## config.mk

```make
export PLATFORM = sky130hd
export DESIGN_NAME = sw_ctrl_flat
export DESIGN_NICKNAME = d
export VERILOG_FILES = /design/src/rtl/sw_ctrl_if.sv /design/src/rtl/sw_ctrl.sv /design/src/flat_wrapper.sv
export SDC_FILE = /design/constraint.sdc
export NUM_CORES = 1
export LEC_CHECK = 0
export BUFFER_PORTS_ARGS = -buffer_cell sky130_fd_sc_hd__buf_2
export CORE_AREA = 2 2 108 110
export DETAILED_ROUTE_END_ITERATION = 8
export DIE_AREA = 0 0 110 112
export PLACE_DENSITY_LB_ADDON = 0.15
export SKIP_LAST_GASP = 1
export SLEW_MARGIN = 20
export SYNTH_ARGS = -nofsm -noshare
export SYNTH_HDL_FRONTEND = slang
export SYNTH_SLANG_ARGS = --single-unit
```

## constraint.sdc

```tcl
create_clock -name clk_i -period 3.47 [get_ports clk_i]
set_input_delay 0.1735 -clock clk_i [delete_from_list [all_inputs] [get_ports clk_i]]
set_output_delay 0.1735 -clock clk_i [all_outputs]
set_load 0.02 [all_outputs]
```

## src/rtl/sw_ctrl_if.sv

```systemverilog
//------------------------------------------------------------------------------
// Module      : sw_ctrl_if
// Description : Core data-bus and interrupt handshake bundle for sw_ctrl.
// Revision    : 1.0 - initial release
//------------------------------------------------------------------------------
`default_nettype none

interface sw_ctrl_if;
  logic        req_i;
  logic        we_i;
  logic [31:0] addr_i;
  logic [3:0]  be_i;
  logic [31:0] wdata_i;
  logic [31:0] rdata_o;
  logic        int_req_o;
  logic        int_fin_i;

  modport slave (
    input  req_i,
    input  we_i,
    input  addr_i,
    input  be_i,
    input  wdata_i,
    input  int_fin_i,
    output rdata_o,
    output int_req_o
  );

  modport master (
    output req_i,
    output we_i,
    output addr_i,
    output be_i,
    output wdata_i,
    output int_fin_i,
    input  rdata_o,
    input  int_req_o
  );
endinterface

`default_nettype wire

```

## src/rtl/sw_ctrl.sv

```systemverilog
//------------------------------------------------------------------------------
// Module      : sw_ctrl
// Description : Debounced switch-input peripheral with sticky change flags
//               and a maskable interrupt request.
// Revision    : 1.0 - initial release
//------------------------------------------------------------------------------
`default_nettype none

module sw_ctrl #(
  parameter int SW_WIDTH        = 16,
  parameter int DEBOUNCE_CYCLES = 100000
) (
  input  logic                clk_i,
  input  logic                rst_n_i,
  input  logic [SW_WIDTH-1:0] sw_i,
  sw_ctrl_if.slave            bus
);

  localparam int                 c_CNT_W    = $clog2(DEBOUNCE_CYCLES);
  // The FSM's entry/restart cycle already sees the candidate once, so the
  // counter only has to cover the remaining DEBOUNCE_CYCLES-1 samples.
  localparam logic [c_CNT_W-1:0] c_CNT_LAST = c_CNT_W'(DEBOUNCE_CYCLES - 2);

  localparam logic [1:0] c_OFS_STATE   = 2'd0;
  localparam logic [1:0] c_OFS_CHANGED = 2'd1;
  localparam logic [1:0] c_OFS_IRQ_EN  = 2'd2;
  localparam logic [1:0] c_OFS_CTRL    = 2'd3;

  typedef enum logic [0:0] {
    ST_IDLE   = 1'b0,
    ST_SETTLE = 1'b1
  } fsm_t;

  fsm_t                r_fsm;
  logic [SW_WIDTH-1:0] r_sync_meta;
  logic [SW_WIDTH-1:0] r_sync_q;
  logic [SW_WIDTH-1:0] r_cand;
  logic [c_CNT_W-1:0]  r_cnt;
  logic [SW_WIDTH-1:0] r_sw_state;
  logic [SW_WIDTH-1:0] r_changed;
  logic [SW_WIDTH-1:0] r_irq_en;
  logic                r_ctrl_gie;
  logic                r_int_req;

  logic [31:0]         w_be_mask;
  logic [31:0]         w_wdata_be;
  logic                w_wr;
  logic                w_wr_changed;
  logic                w_wr_irq_en;
  logic                w_wr_ctrl;
  logic [SW_WIDTH-1:0] w_chg_clr;
  logic [31:0]         w_state_ext;
  logic [31:0]         w_changed_ext;
  logic [31:0]         w_irq_en_ext;
  logic                w_unused;

  for (genvar k = 0; k < 4; k++) begin : g_be
    assign w_be_mask[8*k +: 8] = {8{bus.be_i[k]}};
  end

  assign w_wdata_be   = bus.wdata_i & w_be_mask;
  assign w_wr         = bus.req_i & bus.we_i;
  assign w_wr_changed = w_wr && (bus.addr_i[3:2] == c_OFS_CHANGED);
  assign w_wr_irq_en  = w_wr && (bus.addr_i[3:2] == c_OFS_IRQ_EN);
  assign w_wr_ctrl    = w_wr && (bus.addr_i[3:2] == c_OFS_CTRL);

  assign w_chg_clr = (w_wr_changed ? w_wdata_be[SW_WIDTH-1:0] : '0)
                   | (bus.int_fin_i ? r_irq_en : '0);

  assign w_unused = ^{bus.addr_i[31:4], bus.addr_i[1:0], w_wdata_be};

  // Synchroniser, debounce FSM, debounced value and sticky change flags.
  always_ff @(posedge clk_i or negedge rst_n_i) begin
    if (!rst_n_i) begin
      r_fsm       <= ST_IDLE;
      r_sync_meta <= '0;
      r_sync_q    <= '0;
      r_cand      <= '0;
      r_cnt       <= '0;
      r_sw_state  <= '0;
      r_changed   <= '0;
    end else begin
      r_sync_meta <= sw_i;
      r_sync_q    <= r_sync_meta;
      r_changed   <= r_changed & ~w_chg_clr;
      case (r_fsm)
        ST_IDLE: begin
          if (r_sync_q != r_sw_state) begin
            r_fsm  <= ST_SETTLE;
            r_cand <= r_sync_q;
            r_cnt  <= '0;
          end
        end
        ST_SETTLE: begin
          if (r_sync_q != r_cand) begin
            r_cand <= r_sync_q;
            r_cnt  <= '0;
          end else if (r_cand == r_sw_state) begin
            r_fsm <= ST_IDLE;
          end else if (r_cnt == c_CNT_LAST) begin
            // New events win over a same-cycle clear.
            r_sw_state <= r_cand;
            r_changed  <= (r_changed & ~w_chg_clr) | (r_sw_state ^ r_cand);
            r_fsm      <= ST_IDLE;
          end else begin
            r_cnt <= r_cnt + 1'b1;
          end
        end
        default: r_fsm <= ST_IDLE;
      endcase
    end
  end

  always_ff @(posedge clk_i or negedge rst_n_i) begin
    if (!rst_n_i) begin
      r_irq_en   <= '0;
      r_ctrl_gie <= 1'b0;
      r_int_req  <= 1'b0;
    end else begin
      if (w_wr_irq_en) begin
        r_irq_en <= (r_irq_en & ~w_be_mask[SW_WIDTH-1:0]) | w_wdata_be[SW_WIDTH-1:0];
      end
      if (w_wr_ctrl && bus.be_i[0]) begin
        r_ctrl_gie <= bus.wdata_i[0];
      end
      r_int_req <= r_ctrl_gie & (|(r_changed & r_irq_en));
    end
  end

  assign bus.int_req_o = r_int_req;

  always_comb begin
    w_state_ext                  = '0;
    w_changed_ext                = '0;
    w_irq_en_ext                 = '0;
    w_state_ext[SW_WIDTH-1:0]    = r_sw_state;
    w_changed_ext[SW_WIDTH-1:0]  = r_changed;
    w_irq_en_ext[SW_WIDTH-1:0]   = r_irq_en;
  end

  always_comb begin
    bus.rdata_o = '0;
    case (bus.addr_i[3:2])
      c_OFS_STATE:   bus.rdata_o = w_state_ext;
      c_OFS_CHANGED: bus.rdata_o = w_changed_ext;
      c_OFS_IRQ_EN:  bus.rdata_o = w_irq_en_ext;
      c_OFS_CTRL:    bus.rdata_o = {31'd0, r_ctrl_gie};
      default:       bus.rdata_o = '0;
    endcase
  end

endmodule

`default_nettype wire
```

## src/flat_wrapper.sv

```systemverilog
// flat-port wrapper written by rule: the top's interface ports become plain ports
module sw_ctrl_flat 
#(
  parameter int SW_WIDTH        = 16,
  parameter int DEBOUNCE_CYCLES = 100000
)
  (clk_i, rst_n_i, sw_i, bus_req_i, bus_we_i, bus_addr_i, bus_be_i, bus_wdata_i, bus_int_fin_i, bus_rdata_o, bus_int_req_o);
  sw_ctrl_if bus_i ();
  input  logic clk_i;
  input  logic rst_n_i;
  input  logic [SW_WIDTH-1:0] sw_i;
  input wire logic [$bits(bus_i.req_i)-1:0] bus_req_i;
  input wire logic [$bits(bus_i.we_i)-1:0] bus_we_i;
  input wire logic [$bits(bus_i.addr_i)-1:0] bus_addr_i;
  input wire logic [$bits(bus_i.be_i)-1:0] bus_be_i;
  input wire logic [$bits(bus_i.wdata_i)-1:0] bus_wdata_i;
  input wire logic [$bits(bus_i.int_fin_i)-1:0] bus_int_fin_i;
  output wire logic [$bits(bus_i.rdata_o)-1:0] bus_rdata_o;
  output wire logic [$bits(bus_i.int_req_o)-1:0] bus_int_req_o;
  assign bus_i.req_i = bus_req_i;
  assign bus_i.we_i = bus_we_i;
  assign bus_i.addr_i = bus_addr_i;
  assign bus_i.be_i = bus_be_i;
  assign bus_i.wdata_i = bus_wdata_i;
  assign bus_i.int_fin_i = bus_int_fin_i;
  assign bus_rdata_o = bus_i.rdata_o;
  assign bus_int_req_o = bus_i.int_req_o;
  sw_ctrl #(.SW_WIDTH(SW_WIDTH), .DEBOUNCE_CYCLES(DEBOUNCE_CYCLES)) u_core (.clk_i(clk_i), .rst_n_i(rst_n_i), .sw_i(sw_i), .bus(bus_i));
endmodule
```

==> impl_results.rst, run 1 <==
.. list-table::
   :header-rows: 1

   * - Metric
     - Value
   * - Number of primary I/O pins
     - 122
   * - Static leakage
     - 3.05 nW
   * - Class of the most critical setup path
     - flop to flop
   * - GR Util All Layers
     - 21.2%
   * - Routed Wire Length
     - 12.0 mm
   * - Synth Flop Type
     - sky130_fd_sc_hd__dfrtp_1
   * - # resized after CTS
     - 0
   * - Cell count after synthesis
     - 493
   * - Depth of the CTS H-tree
     - 4
   * - Non-filler cells in the finished layout
     - 735
   * - Core region area
     - 11,200 um^2
   * - CTS Hold Bufs
     - 20
   * - Routed via count divided by cell count
     - 5.30
   * - Floorplan die width
     - 110 um
   * - Hold violation count in the final report
     - 0
   * - Via count of the first global-routing pass
     - 3,963
   * - Initial Util
     - 48.8%
   * - Avg Inst Size Synth
     - 11.1 um^2
   * - Pin count of the biggest net entering global routing
     - 79
   * - First-pass DRT Iterations
     - 4
   * - Classification of the worst-slack hold path
     - input pin to flop
   * - Detailed Route Iter0 Violations
     - 182
   * - Post-route ant nets
     - 0
   * - Cell Rows
     - 39
   * - Post-CTS Setup Repair Bufs
     - 0
   * - Result of the run
     - finished clean
   * - CTS root buffer
     - sky130_fd_sc_hd__clkbuf_16
   * - Count of input and output buffers
     - 57
   * - # fillers
     - 935
   * - Die Span Y
     - 112 um
   * - Diode count
     - 0
   * - Most repeated library cell on the critical path
     - sky130_fd_sc_hd__nand2_1
   * - Synth Cell Area
     - 5450 um^2
   * - Maximum fanout encountered on the critical timing path
     - 16
   * - Worst Setup End Kind
     - flop
   * - Worst Tran Pin Value
     - 0.973 ns
   * - Number of synthesized flops with an enable pin
     - 0
   * - Endpoint required time on the critical path
     - 3.76 ns
   * - Final worst-path cycle share
     - 81.8%
   * - Area of combinational cells with multiple inputs
     - 2400 um^2
   * - WL/cell
     - 16.3 um
   * - Cell with the largest stage delay on the worst path
     - sky130_fd_sc_hd__or4_4
   * - Worst rel slew slack
     - 35.1%
   * - Min setup slack post-route
     - 0.633 ns
   * - Number of maximum-capacitance violations
     - 0
   * - Cell-by-cell listing of the critical path
     - xor2_1 -> nor4_1 -> nand2_1 -> or4_4 -> nand2_1 -> mux2_2
   * - Pwr dens
     - 544 nW/um^2
   * - Worst slack, placed
     - 0.647 ns
   * - Number of sinks handled by clock tree synthesis
     - 116
   * - Total die area
     - 12,300 um^2
   * - Drt drc
     - 0
   * - Number of register bits inferred by synthesis
     - 116
   * - Relative area change from synthesis to final layout
     - 22.2%
   * - Clk_skew
     - 0.00594 ns
   * - Worst IR drop on VDD
     - 378 uV
   * - Share of final-layout standard cells stronger than drive strength 1
     - 25.0%
   * - Unrepaired setup endpoints after global routing
     - false
   * - Kind of start point of the critical path
     - flop
   * - Reg clk slew, reported paths
     - 0.06 ns
   * - Placed wire-length estimate after detailed placement
     - 8.20 mm
   * - Endpoint arrival time on the critical path
     - 3.13 ns
   * - Via Count
     - 3,894
   * - TritonCTS clock tree
     - done
   * - Final Critical Period
     - 2.84 ns
   * - Wire length of the first global-routing pass
     - 19.7 mm
   * - Cell count after placement
     - 683
   * - Aggregate negative setup slack
     - 0 ns
   * - Maximum single-stage delay on the critical path
     - 0.63 ns
   * - Buffer levels on the longest clock path
     - 2
   * - Clock latency on the worst-skew pair
     - 0.41 ns
   * - Ys async rst share
     - 100%
   * - Final estimated routing congestion in global placement
     - 0.847
   * - Grt total ovfl
     - 0
   * - Max Clk Rate
     - 0.352 GHz
   * - Warnings, synthesis
     - 0
   * - Fin nets
     - 670
   * - Max-slew violation total from the final report
     - 0
   * - Setup Viol. Count Final
     - 0
   * - Sequential fraction of the synthesis area
     - 53.2%
   * - Clock buffer count from CTS
     - 17
   * - Area taken by flip-flops and latches
     - 2900 um^2
   * - Distinct cells, synth
     - 44
   * - Antenna violations before repair
     - 0
==> metrics by stage <==
step	instance area (um^2)	hold WS (ns)	utilization, %	total power, mW
6_report	6660	0.0148	59.6	3.63
4_1_cts	6660	0.00242	59.6	3.66
3_3_place_gp	5830	0.282	52.2	1.78
3_5_place_dp	5830	0.283	52.2	1.79
2_1_floorplan	5510	-0.122	-	1.69
5_1_grt	6660	0.0116	59.6	3.77
==> critical path, delay by kind of cell (launching register included) <==
kind / cells / cell delay [ns]
muxes: 1 / 0.41
DFF: 1 / 0.42
xor gates and xnor gates: 1 / 0.19
and+or+nand+nor: 4 / 1.70
==> worst paths after layout <==
path                                                  startpoint                       endpoint  slack (ns)  cells after the start
worst max register to register      u_core.r_cand[3]$_DFFE_PN0P_   u_core.r_cand[4]$_DFFE_PN0P_        0.63                      6
worst min register to register  u_core.r_sync_meta[15]$_DFF_PN0_  u_core.r_sync_q[15]$_DFF_PN0_        0.34                      0
max in group asynchronous                                rst_n_i  u_core.r_cand[14]$_DFFE_PN0P_        2.15                      3
min in group asynchronous                                rst_n_i     asynchronous set/reset pin        0.46                      2
worst max-delay path                u_core.r_cand[3]$_DFFE_PN0P_   u_core.r_cand[4]$_DFFE_PN0P_        0.63                      6
worst min-delay path                             bus_wdata_i[15]                           flop        0.01                      2
==> cells in the final DEF (no fill, tap or decap), drive strengths merged, types with 2 or more instances in the layout <==
| cell type | n |
|---|---|
| or4 | 3 |
| nor4 | 6 |
| and4 | 2 |
| a22oi | 4 |
| nor3 | 7 |
| conb | 16 |
| nand4 | 7 |
| xor2 | 22 |
| nor4bb | 2 |
| buf | 63 |
| o22a | 2 |
| a221oi | 2 |
| nor2 | 17 |
| a22o | 2 |
| ha | 2 |
| a21oi | 5 |
| dlygate4sd3 | 20 |
| clkinvlp | 5 |
| and2 | 3 |
| bufinv | 4 |
| mux2i | 17 |
| and3 | 6 |
| clkbuf | 17 |
| nand2b | 2 |
| nand3 | 33 |
| nand2 | 67 |
| dfrtp | 116 |
| o21ai | 41 |
| inv | 7 |
| mux2 | 49 |
| xnor2 | 26 |
| a221o | 4 |
| clkinv | 4 |
==> power by group <==
group          switching (mW)  internal, mW  leakage, nW
Combinational           0.150         0.131         1.28
Clock                   0.635          1.20        0.292
Sequential             0.0767          1.43         1.48
Total                   0.861          2.76         3.05
==> layer usage <==
| layer | track usage, % | wire length [um] | up-vias |
|---|---|---|---|
| met5 | 0 | 0 | - |
| met4 | 8.10 | 227 | 0 |
| met3 | 4.80 | 550 | 19 |
| met2 | 32.6 | 5630 | 97 |
| li1 | - | - | 1878 |
| met1 | 29.3 | 5560 | 1900 |
==> cell usage after synthesis (4+ instances only) <==
master	instances	area share (%)
sky130_fd_sc_hd__dfrtp_1	116	53
sky130_fd_sc_hd__nand2_1	67	4.6
sky130_fd_sc_hd__mux2_2	49	10
sky130_fd_sc_hd__o21ai_0	40	3.7
sky130_fd_sc_hd__nand3_1	33	3.0
sky130_fd_sc_hd__xnor2_1	26	4.2
sky130_fd_sc_hd__xor2_1	22	3.5
sky130_fd_sc_hd__mux2i_1	17	3.1
sky130_fd_sc_hd__nor2_1	17	1.2
sky130_fd_sc_hd__buf_4	16	2.2
sky130_fd_sc_hd__clkbuf_1	9	0.62
sky130_fd_sc_hd__nand4_1	7	0.80
sky130_fd_sc_hd__nor3_1	7	0.64
sky130_fd_sc_hd__and3_1	6	0.69
sky130_fd_sc_hd__nor4_1	6	0.69
sky130_fd_sc_hd__a21oi_1	5	0.46
sky130_fd_sc_hd__inv_1	5	0.34
sky130_fd_sc_hd__a221o_1	4	0.73
sky130_fd_sc_hd__a22oi_1	4	0.55
sky130_fd_sc_hd__buf_2	4	0.37
==> cells by family after synthesis <==
kind of cell / share of synthesized area [%]
AND/OR/NAND/NOR: 13.9
flip-flops: 53.2
multiplexers: 13.7
AO/OA/AOI/OAI: 7.12
XOR/XNOR: 7.71
buffers and inverters: 3.81
adder cells (fa/ha/maj): 0.459
other: 0.0688
==> area by class of cell <==
class,count,area share [%]
clock buffers,17,6.38
clock inverters,15,3.10
inverters,5,0.282
multi-input cells,356,36.0
flip-flops and latches,116,43.6
well taps,143,2.69
repair buffers,83,8.00
No activity file was read; power rests on OpenSTA's default activity.
==> run 2: changes to the inputs <==
- CORE_AREA: 2 2 108 110 -> 2 2 109 111
- DIE_AREA: 0 0 110 112 -> 0 0 111 113
- clock period: 3.47 -> 2.4 ns (I/O delays scaled with it)
==> run 2 against run 1 <==
- the flow now finishes with violations (setup timing)
- global-route usage rose by 0.19 points
- critical path depth up 3
- utilization up 4.9 points
- first-iteration DRC count increased by 46%
- final area is 9.1% higher
- die area up 1.8%
==> impl_results.rst, run 2 (synthesis results as in run 1) <==
.. list-table::
   :header-rows: 1

   * - Metric
     - Value
   * - Die Span Y
     - 113 um (+0.89%)
   * - End point of the most critical hold path
     - u_core.r_changed[0]$_DFF_PN0_
   * - Cell-by-cell listing of the critical path
     - xor2_1 -> nor4_2 -> nand2_4 -> or4_4 -> buf_8 -> a21boi_4 -> buf_12 -> nor3_2 -> o22a_1
   * - Family with the most delay on the worst path
     - simple AND/OR/NAND/NOR gates
   * - Count of input and output buffers
     - 57 (unchanged)
   * - Maximum fanout encountered on the critical timing path
     - 5 (-11)
   * - Area of combinational cells with multiple inputs
     - 2480 um^2 (+3.5%)
   * - Hold path depth
     - 4 (+2)
   * - GR Util All Layers
     - 21.4% (+0.19 points)
   * - Cell Rows
     - 39 (unchanged)
   * - Switching power
     - 1.24 mW (+44%)
   * - Worst hold start
     - bus_int_fin_i
   * - Total die area
     - 12,500 um^2 (+1.8%)
   * - # fillers
     - 874 (-6.5%)
   * - Fin nets
     - 724 (+8.1%)
   * - Final Critical Period
     - 2.43 ns (-0.410 ns)
   * - Crit Reg-Reg Startpoint
     - u_core.r_cand[11]$_DFFE_PN0P_
   * - Detailed Route Iter0 Violations
     - 266 (+46%)
   * - Drt drc
     - 0 (unchanged)
   * - Post-route ant nets
     - 0 (unchanged)
   * - Number of primary I/O pins
     - 122 (unchanged)
   * - Final core utilization
     - 64.5% (+4.9 points)
   * - Relative area change from synthesis to final layout
     - 33.4%
   * - Bufs and invs on worst path
     - 2 (+2)
   * - Final worst-path cycle share
     - 101% (+19 points)
   * - Min setup slack post-route
     - -0.0267 ns (-0.660 ns)
   * - Worst slack, placed
     - 0.000312 ns (-0.647 ns)
   * - Initial Util
     - 48.4% (-0.42 points)
   * - Worst Tran Pin Value
     - 0.746 ns (-0.227 ns)
   * - Worst rel slew slack
     - 50.1% (+15 points)
   * - Kind of start point of the critical path
     - flop
   * - Switching part of the total power
     - 24.0% (+0.21 points)
   * - Routed via count divided by cell count
     - 5.28 (-0.34%)
   * - Static leakage
     - 3.35 nW (+9.9%)
   * - Share of final-layout standard cells stronger than drive strength 1
     - 31.6% (+6.6 points)
   * - Internal power component
     - 3.95 mW (+43%)
   * - Combinational share of power
     - 9.0% (+1.3 points)
   * - Pwr dens
     - 714 nW/um^2 (+31%)
   * - Most frequent standard cell in the layout excluding fill and tap cells
     - sky130_fd_sc_hd__dfrtp_1
   * - TritonCTS clock tree
     - done
   * - Area taken by flip-flops and latches
     - 2900 um^2 (unchanged)
   * - Worst Setup End Kind
     - flop
   * - Buffer levels on the longest clock path
     - 2 (unchanged)
   * - Number of maximum-capacitance violations
     - 0 (unchanged)
   * - Setup Viol. Count Final
     - 2 (+2)
   * - Via Count
     - 4,166 (+7.0%)
   * - Depth of the CTS H-tree
     - 4 (unchanged)
   * - Commonest cells after routing, fill and taps aside
     - sky130_fd_sc_hd__dfrtp_1 (116), sky130_fd_sc_hd__nand2_1 (66), sky130_fd_sc_hd__buf_2 (56)
   * - Count of cells along the worst register-to-register path
     - 9 (+3)
   * - Violated checks
     - setup timing
   * - Endpoint arrival time on the critical path
     - 2.73 ns (-0.40 ns)
   * - Reg clk slew, reported paths
     - 0.05 ns (about the same)
   * - Wire length of the first global-routing pass
     - 20.9 mm (+5.8%)
   * - Floorplan die width
     - 111 um (+0.91%)
   * - Non-filler cells in the finished layout
     - 789 (+7.3%)
   * - CTS root buffer
     - sky130_fd_sc_hd__clkbuf_16
   * - Cell with the largest stage delay on the worst path
     - sky130_fd_sc_hd__or4_4
   * - Flop pwr share
     - 41.8% (+0.3 points)
   * - Number of sinks handled by clock tree synthesis
     - 116 (unchanged)
   * - Reg2reg setup slack
     - -0.03 ns (-0.66 ns)
   * - Hold violation count in the final report
     - 0 (unchanged)
   * - Worst IR drop on VDD
     - 752 uV (+99%)
   * - Classification of the worst-slack hold path
     - input pin to flop
   * - Via count of the first global-routing pass
     - 4,192 (+5.8%)
   * - WL/cell
     - 16.3 um (+0.14%)
   * - Diode count
     - 0 (unchanged)
   * - Max-slew violation total from the final report
     - 0 (unchanged)
   * - Clock buffer count from CTS
     - 17 (unchanged)
   * - Maximum single-stage delay on the critical path
     - 0.45 ns (-0.18 ns)
   * - Grt total ovfl
     - 0 (unchanged)
   * - Routed Wire Length
     - 12.9 mm (+7.5%)
   * - Final estimated routing congestion in global placement
     - 0.848 (about the same)
   * - Critical path depth
     - 9 (+3)
   * - Result of the run
     - finished, violations left
   * - Core region area
     - 11,300 um^2 (+0.87%)
   * - Placed wire-length estimate after detailed placement
     - 8.82 mm (+7.5%)
   * - Max Clk Rate
     - 0.412 GHz (+17%)
   * - Pin count of the biggest net entering global routing
     - 50 (-37%)
   * - Post-DP Area
     - 6120 um^2 (+5.0%)
   * - Class of the most critical setup path
     - flop to flop
   * - First-pass DRT Iterations
     - 5 (+1)
   * - Final instance area
     - 7270 um^2 (+9.1%)
   * - Clk_skew
     - 0.00923 ns (+0.00330 ns)
   * - Aggregate negative setup slack
     - -0.0390 ns (-0.0390 ns)
   * - Worst R2R End
     - u_core.r_cnt[6]$_DFFE_PN0P_
   * - Unrepaired setup endpoints after global routing
     - true
   * - Antenna violations before repair
     - 0 (unchanged)
   * - Clock latency on the worst-skew pair
     - 0.42 ns (about the same)
   * - Endpoint required time on the critical path
     - 2.70 ns (-1.06 ns)
   * - Cell count after placement
     - 713 (+4.4%)
   * - Clock power frac
     - 49.2% (-1.5 points)
## run 2: routing by layer
metal / GRT usage [%] / vias up / part of all wire (%)
met5: 0 / - / 0
met3: 5.95 / 15 / 5.0
met1: 27.7 / 2049 / 45
met2: 34.8 / 118 / 48
met4: 7.83 / 0 / 1.3
li1: - / 1984 / -
## run 2: power by group through the flow
stage	clock (mW)	combinational, mW	sequential [mW]
final	2.56	0.465	2.17
after CTS	2.60	0.461	2.17
after detailed placement	0	0.417	2.20
after global placement	0	0.404	2.19
after floorplan	0	0.263	2.18
after global routing	2.69	0.510	2.18
## run 2: how the worst max path moves through the flow
stage,from,endpoint,slack (ns)
final,u_core.r_cand[11]$_DFFE_PN0P_,u_core.r_cnt[6]$_DFFE_PN0P_,-0.03
after global routing,u_core.r_cand[8]$_DFFE_PN0P_,u_core.r_cnt[6]$_DFFE_PN0P_,-0.11
after CTS,u_core.r_sync_q[1]$_DFF_PN0_,u_core.r_cand[11]$_DFFE_PN0P_,-0.01
after detailed placement,u_core.r_cand[8]$_DFFE_PN0P_,u_core.r_cnt[6]$_DFFE_PN0P_,0.0003
after global placement,u_core.r_sync_q[7]$_DFF_PN0_,u_core.r_cnt[11]$_DFFE_PN0P_,0.01
after floorplan,u_core.r_cand[7]$_DFFE_PN0P_,u_core.r_cnt[11]$_DFFE_PN0P_,0.1
## run 2: final cells by class
class                   instances  share of cell area, %
flip-flops and latches        116                   39.9
multi-input cells             356                   34.1
repair buffers                137                   14.9
clock buffers                  20                   6.14
well taps                     143                   2.46
clock inverters                12                   2.13
inverters                       5                  0.293
## run 2: timing repair
item / in CTS / in global routing
buffers inserted: 3 / 7
gates resized for setup: 2 / 32
gates cloned: 0 / 2
hold buffers: 33 / 0
endpoints found under the hold margin: 78 / 0
endpoints found under the setup margin: 4 / 56
pin swaps: 2 / 12
## run 2: through the flow
stage                     hold WS, ns  power [mW]
final                           0.185        5.19
after global placement          0.163        2.60
after detailed placement        0.162        2.62
after global routing            0.201        5.39
after CTS                       0.175        5.23
after floorplan                -0.176        2.44
## run 2: worst min-delay path: stages
cell and delay (ns):
sky130_fd_sc_hd__buf_2 0.21, sky130_fd_sc_hd__nand2_1 0.10, sky130_fd_sc_hd__nand3_1 0.07, sky130_fd_sc_hd__o21ai_0 0.06
==> run 3: changes to the inputs <==
- CORE_AREA: 2 2 109 111 -> 2 2 121 100
- DIE_AREA: 0 0 111 113 -> 0 0 123 102
==> run 3 against run 2 <==
- critical path depth shrank 2
- utilization shrank 2.1 points
- register-to-register slack gained 0.06 ns
- largest power group unchanged
- the run now ends clean
- critical path type unchanged
- first-iteration DRC count grew 7.9%
- via count shrank 1.7%
- largest cell class unchanged
==> impl_results.rst, run 3 (synthesis results as in run 1) <==
.. list-table::
   :header-rows: 1

   * - Metric
     - Value
   * - Final estimated routing congestion in global placement
     - 0.842 (-0.68%)
   * - Number of sinks handled by clock tree synthesis
     - 116 (unchanged)
   * - Max Clk Rate
     - 0.422 GHz (+2.5%)
   * - Worst Setup End Kind
     - flop
   * - WL/cell
     - 16.3 um (about the same)
   * - Min setup slack post-route
     - 0.0324 ns (+0.0591 ns)
   * - Number of maximum-capacitance violations
     - 0 (unchanged)
   * - Class of the most critical setup path
     - flop to flop
   * - Final worst-path cycle share
     - 98.7% (-2.5 points)
   * - Relative area change from synthesis to final layout
     - 29.3%
   * - Diode count
     - 0 (unchanged)
   * - Via Count
     - 4,096 (-1.7%)
   * - Die Span Y
     - 102 um (-9.7%)
   * - Worst slack, placed
     - 0.0501 ns (+0.0498 ns)
   * - # fillers
     - 880 (+0.69%)
   * - Worst hold-check slack
     - 0.196 ns (+0.0111 ns)
   * - Final instance area
     - 7050 um^2 (-3.0%)
   * - Wire length of the first global-routing pass
     - 20.3 mm (-2.6%)
   * - Pin count of the biggest net entering global routing
     - 60 (+20%)
   * - Result of the run
     - finished clean
   * - Detailed Route Iter0 Violations
     - 287 (+7.9%)
   * - Fin nets
     - 715 (-1.2%)
   * - Pwr dens
     - 709 nW/um^2 (-0.78%)
   * - Clk_skew
     - 0.00990 ns (+0.000662 ns)
   * - Unrepaired setup endpoints after global routing
     - true
   * - Cell Rows
     - 35 (-10%)
   * - Number of primary I/O pins
     - 122 (unchanged)
   * - Routed Wire Length
     - 12.8 mm (-0.46%)
   * - Initial Util
     - 48.3% (-0.11 points)
   * - Endpoint arrival time on the critical path
     - 2.70 ns (-0.03 ns)
   * - Cell with the largest stage delay on the worst path
     - sky130_fd_sc_hd__or4_4
   * - Maximum single-stage delay on the critical path
     - 0.47 ns (+0.02 ns)
   * - Via count of the first global-routing pass
     - 3,907 (-6.8%)
   * - Kind of start point of the critical path
     - flop
   * - Count of input and output buffers
     - 57 (unchanged)
   * - Antenna violations before repair
     - 0 (unchanged)
   * - Reg clk slew, reported paths
     - 0.05 ns (about the same)
   * - Clock buffer count from CTS
     - 17 (unchanged)
   * - Post-route ant nets
     - 0 (unchanged)
   * - Placed wire-length estimate after detailed placement
     - 8.75 mm (-0.74%)
   * - Core region area
     - 11,300 um^2 (+0.23%)
   * - Classification of the worst-slack hold path
     - input pin to flop
   * - Floorplan die width
     - 123 um (+11%)
   * - Bufs and invs on worst path
     - 0 (-2)
   * - Total die area
     - 12,500 um^2 (about the same)
   * - Critical Path Start
     - u_core.r_cand[14]$_DFFE_PN0P_
   * - Worst IR drop on VDD
     - 633 uV (-16%)
   * - Setup Viol. Count Final
     - 0 (-2)
   * - Clock latency on the worst-skew pair
     - 0.41 ns (about the same)
   * - Drt drc
     - 0 (unchanged)
   * - Commonest cells after routing, fill and taps aside
     - sky130_fd_sc_hd__dfrtp_1 (116), sky130_fd_sc_hd__nand2_1 (66), sky130_fd_sc_hd__buf_2 (56)
   * - Post-DP Area
     - 6100 um^2 (-0.35%)
   * - Routed via count divided by cell count
     - 5.22 (-1.2%)
   * - Hold violation count in the final report
     - 0 (unchanged)
   * - Endpoint required time on the critical path
     - 2.73 ns (+0.03 ns)
   * - TritonCTS clock tree
     - done
   * - CTS root buffer
     - sky130_fd_sc_hd__clkbuf_16
   * - Depth of the CTS H-tree
     - 4 (unchanged)
   * - Worst hold start
     - bus_int_fin_i
   * - Max-slew violation total from the final report
     - 0 (unchanged)
   * - Final Critical Period
     - 2.37 ns (-0.0591 ns)
   * - First-pass DRT Iterations
     - 5 (unchanged)
   * - Share of final-layout standard cells stronger than drive strength 1
     - 28.3% (-3.3 points)
   * - Crit Reg-Reg Startpoint
     - u_core.r_cand[14]$_DFFE_PN0P_
   * - Worst rel slew slack
     - 56.1% (+6.0 points)
   * - Cell count after placement
     - 718 (+0.70%)
   * - Non-filler cells in the finished layout
     - 785 (-0.51%)
   * - Buffer levels on the longest clock path
     - 2 (unchanged)
   * - Maximum fanout encountered on the critical timing path
     - 4 (-1)
   * - Static leakage
     - 3.25 nW (-2.9%)
   * - GR Util All Layers
     - 21.7% (+0.34 points)
   * - Family with the most delay on the worst path
     - simple AND/OR/NAND/NOR gates
   * - Worst Tran Pin Value
     - 0.656 ns (-0.0897 ns)
   * - Grt total ovfl
     - 0 (unchanged)
   * - Most frequent standard cell in the layout excluding fill and tap cells
     - sky130_fd_sc_hd__dfrtp_1
   * - Cell-by-cell listing of the critical path
     - xor2_1 -> nor4_1 -> nand2_1 -> or4_4 -> or2_4 -> or4_1 -> o21ai_1
==> run 3: cell types whose count changed in the layout (fill, tap and decap cells not counted), moves of 3 or more <==
cell / change
sky130_fd_sc_hd__nor4_2: -5
sky130_fd_sc_hd__o21ai_0: +10
sky130_fd_sc_hd__nor2_1: +3
sky130_fd_sc_hd__buf_4: -4
sky130_fd_sc_hd__o21ai_1: -8
sky130_fd_sc_hd__nor4_1: +5
==> run 3: cell type report <==
cell class / instances / area [um^2] / share of cell area, %
clock buffer: 21 / 460 / 6.53
clock inverter: 11 / 104 / 1.47
inverter: 5 / 18.8 / 0.266
multi-input combinational: 356 / 2420 / 34.3
sequential: 116 / 2900 / 41.2
tap: 148 / 185 / 2.63
timing repair buffer: 128 / 962 / 13.6
==> run 3: final timing paths <==
check                                                 end  slack [ns]  cells after the start
max                          u_core.r_cnt[11]$_DFFE_PN0P_        0.03                      7
min                        u_core.r_changed[14]$_DFF_PN0_        0.20                      4
max reg2reg                  u_core.r_cnt[11]$_DFFE_PN0P_        0.03                      7
min reg2reg                 u_core.r_sync_q[11]$_DFF_PN0_        0.34                      0
max in group asynchronous   u_core.r_changed[4]$_DFF_PN0_        1.45                      3
min in group asynchronous      asynchronous set/reset pin        0.25                      2
==> run 3: timing repair <==
action / 4_1_cts / 5_1_grt
resized for setup: 0 / 5
hold buffers: 33 / 0
hold endpoints to repair: 71 / 0
buffers inserted: 0 / 1
setup endpoints to repair: 0 / 20
==> run 3: stage by stage <==
stage / setup TNS (ns) / total power, mW / utilization, %
6_report: 0 / 5.00 / 62.4
5_1_grt: -0.0432 / 5.21 / 62.4
4_1_cts: 0 / 5.04 / 61.9
3_5_place_dp: 0 / 2.61 / 54.0
3_3_place_gp: 0 / 2.59 / 54.0
2_1_floorplan: 0 / 2.44 / -
==> run 3: where the power goes <==
group	internal (mW)	switching [mW]	total (mW)
clock	1.48	0.894	2.37
combinational	0.221	0.233	0.453
sequential	2.07	0.105	2.17
total	3.77	1.23	5.00
==> run 3: layer usage <==
metal / wire length, um / global-route usage (%) / share of wire, % / vias up
li1: - / - / - / 1970
met1: 6560 / 33.5 / 51 / 1960
met2: 5330 / 30.3 / 42 / 152
met3: 706 / 4.58 / 5.5 / 14
met4: 208 / 7.78 / 1.6 / 0
met5: 0 / 0 / 0 / -
==> run 3: worst register-to-register path, cell delays in order (launching register included) <==
cell and delay (ns):
sky130_fd_sc_hd__dfrtp_1 0.38, sky130_fd_sc_hd__xor2_1 0.18, sky130_fd_sc_hd__nor4_1 0.30, sky130_fd_sc_hd__nand2_1 0.13, sky130_fd_sc_hd__or4_4 0.47, sky130_fd_sc_hd__or2_4 0.29
sky130_fd_sc_hd__or4_1 0.46, sky130_fd_sc_hd__o21ai_1 0.09
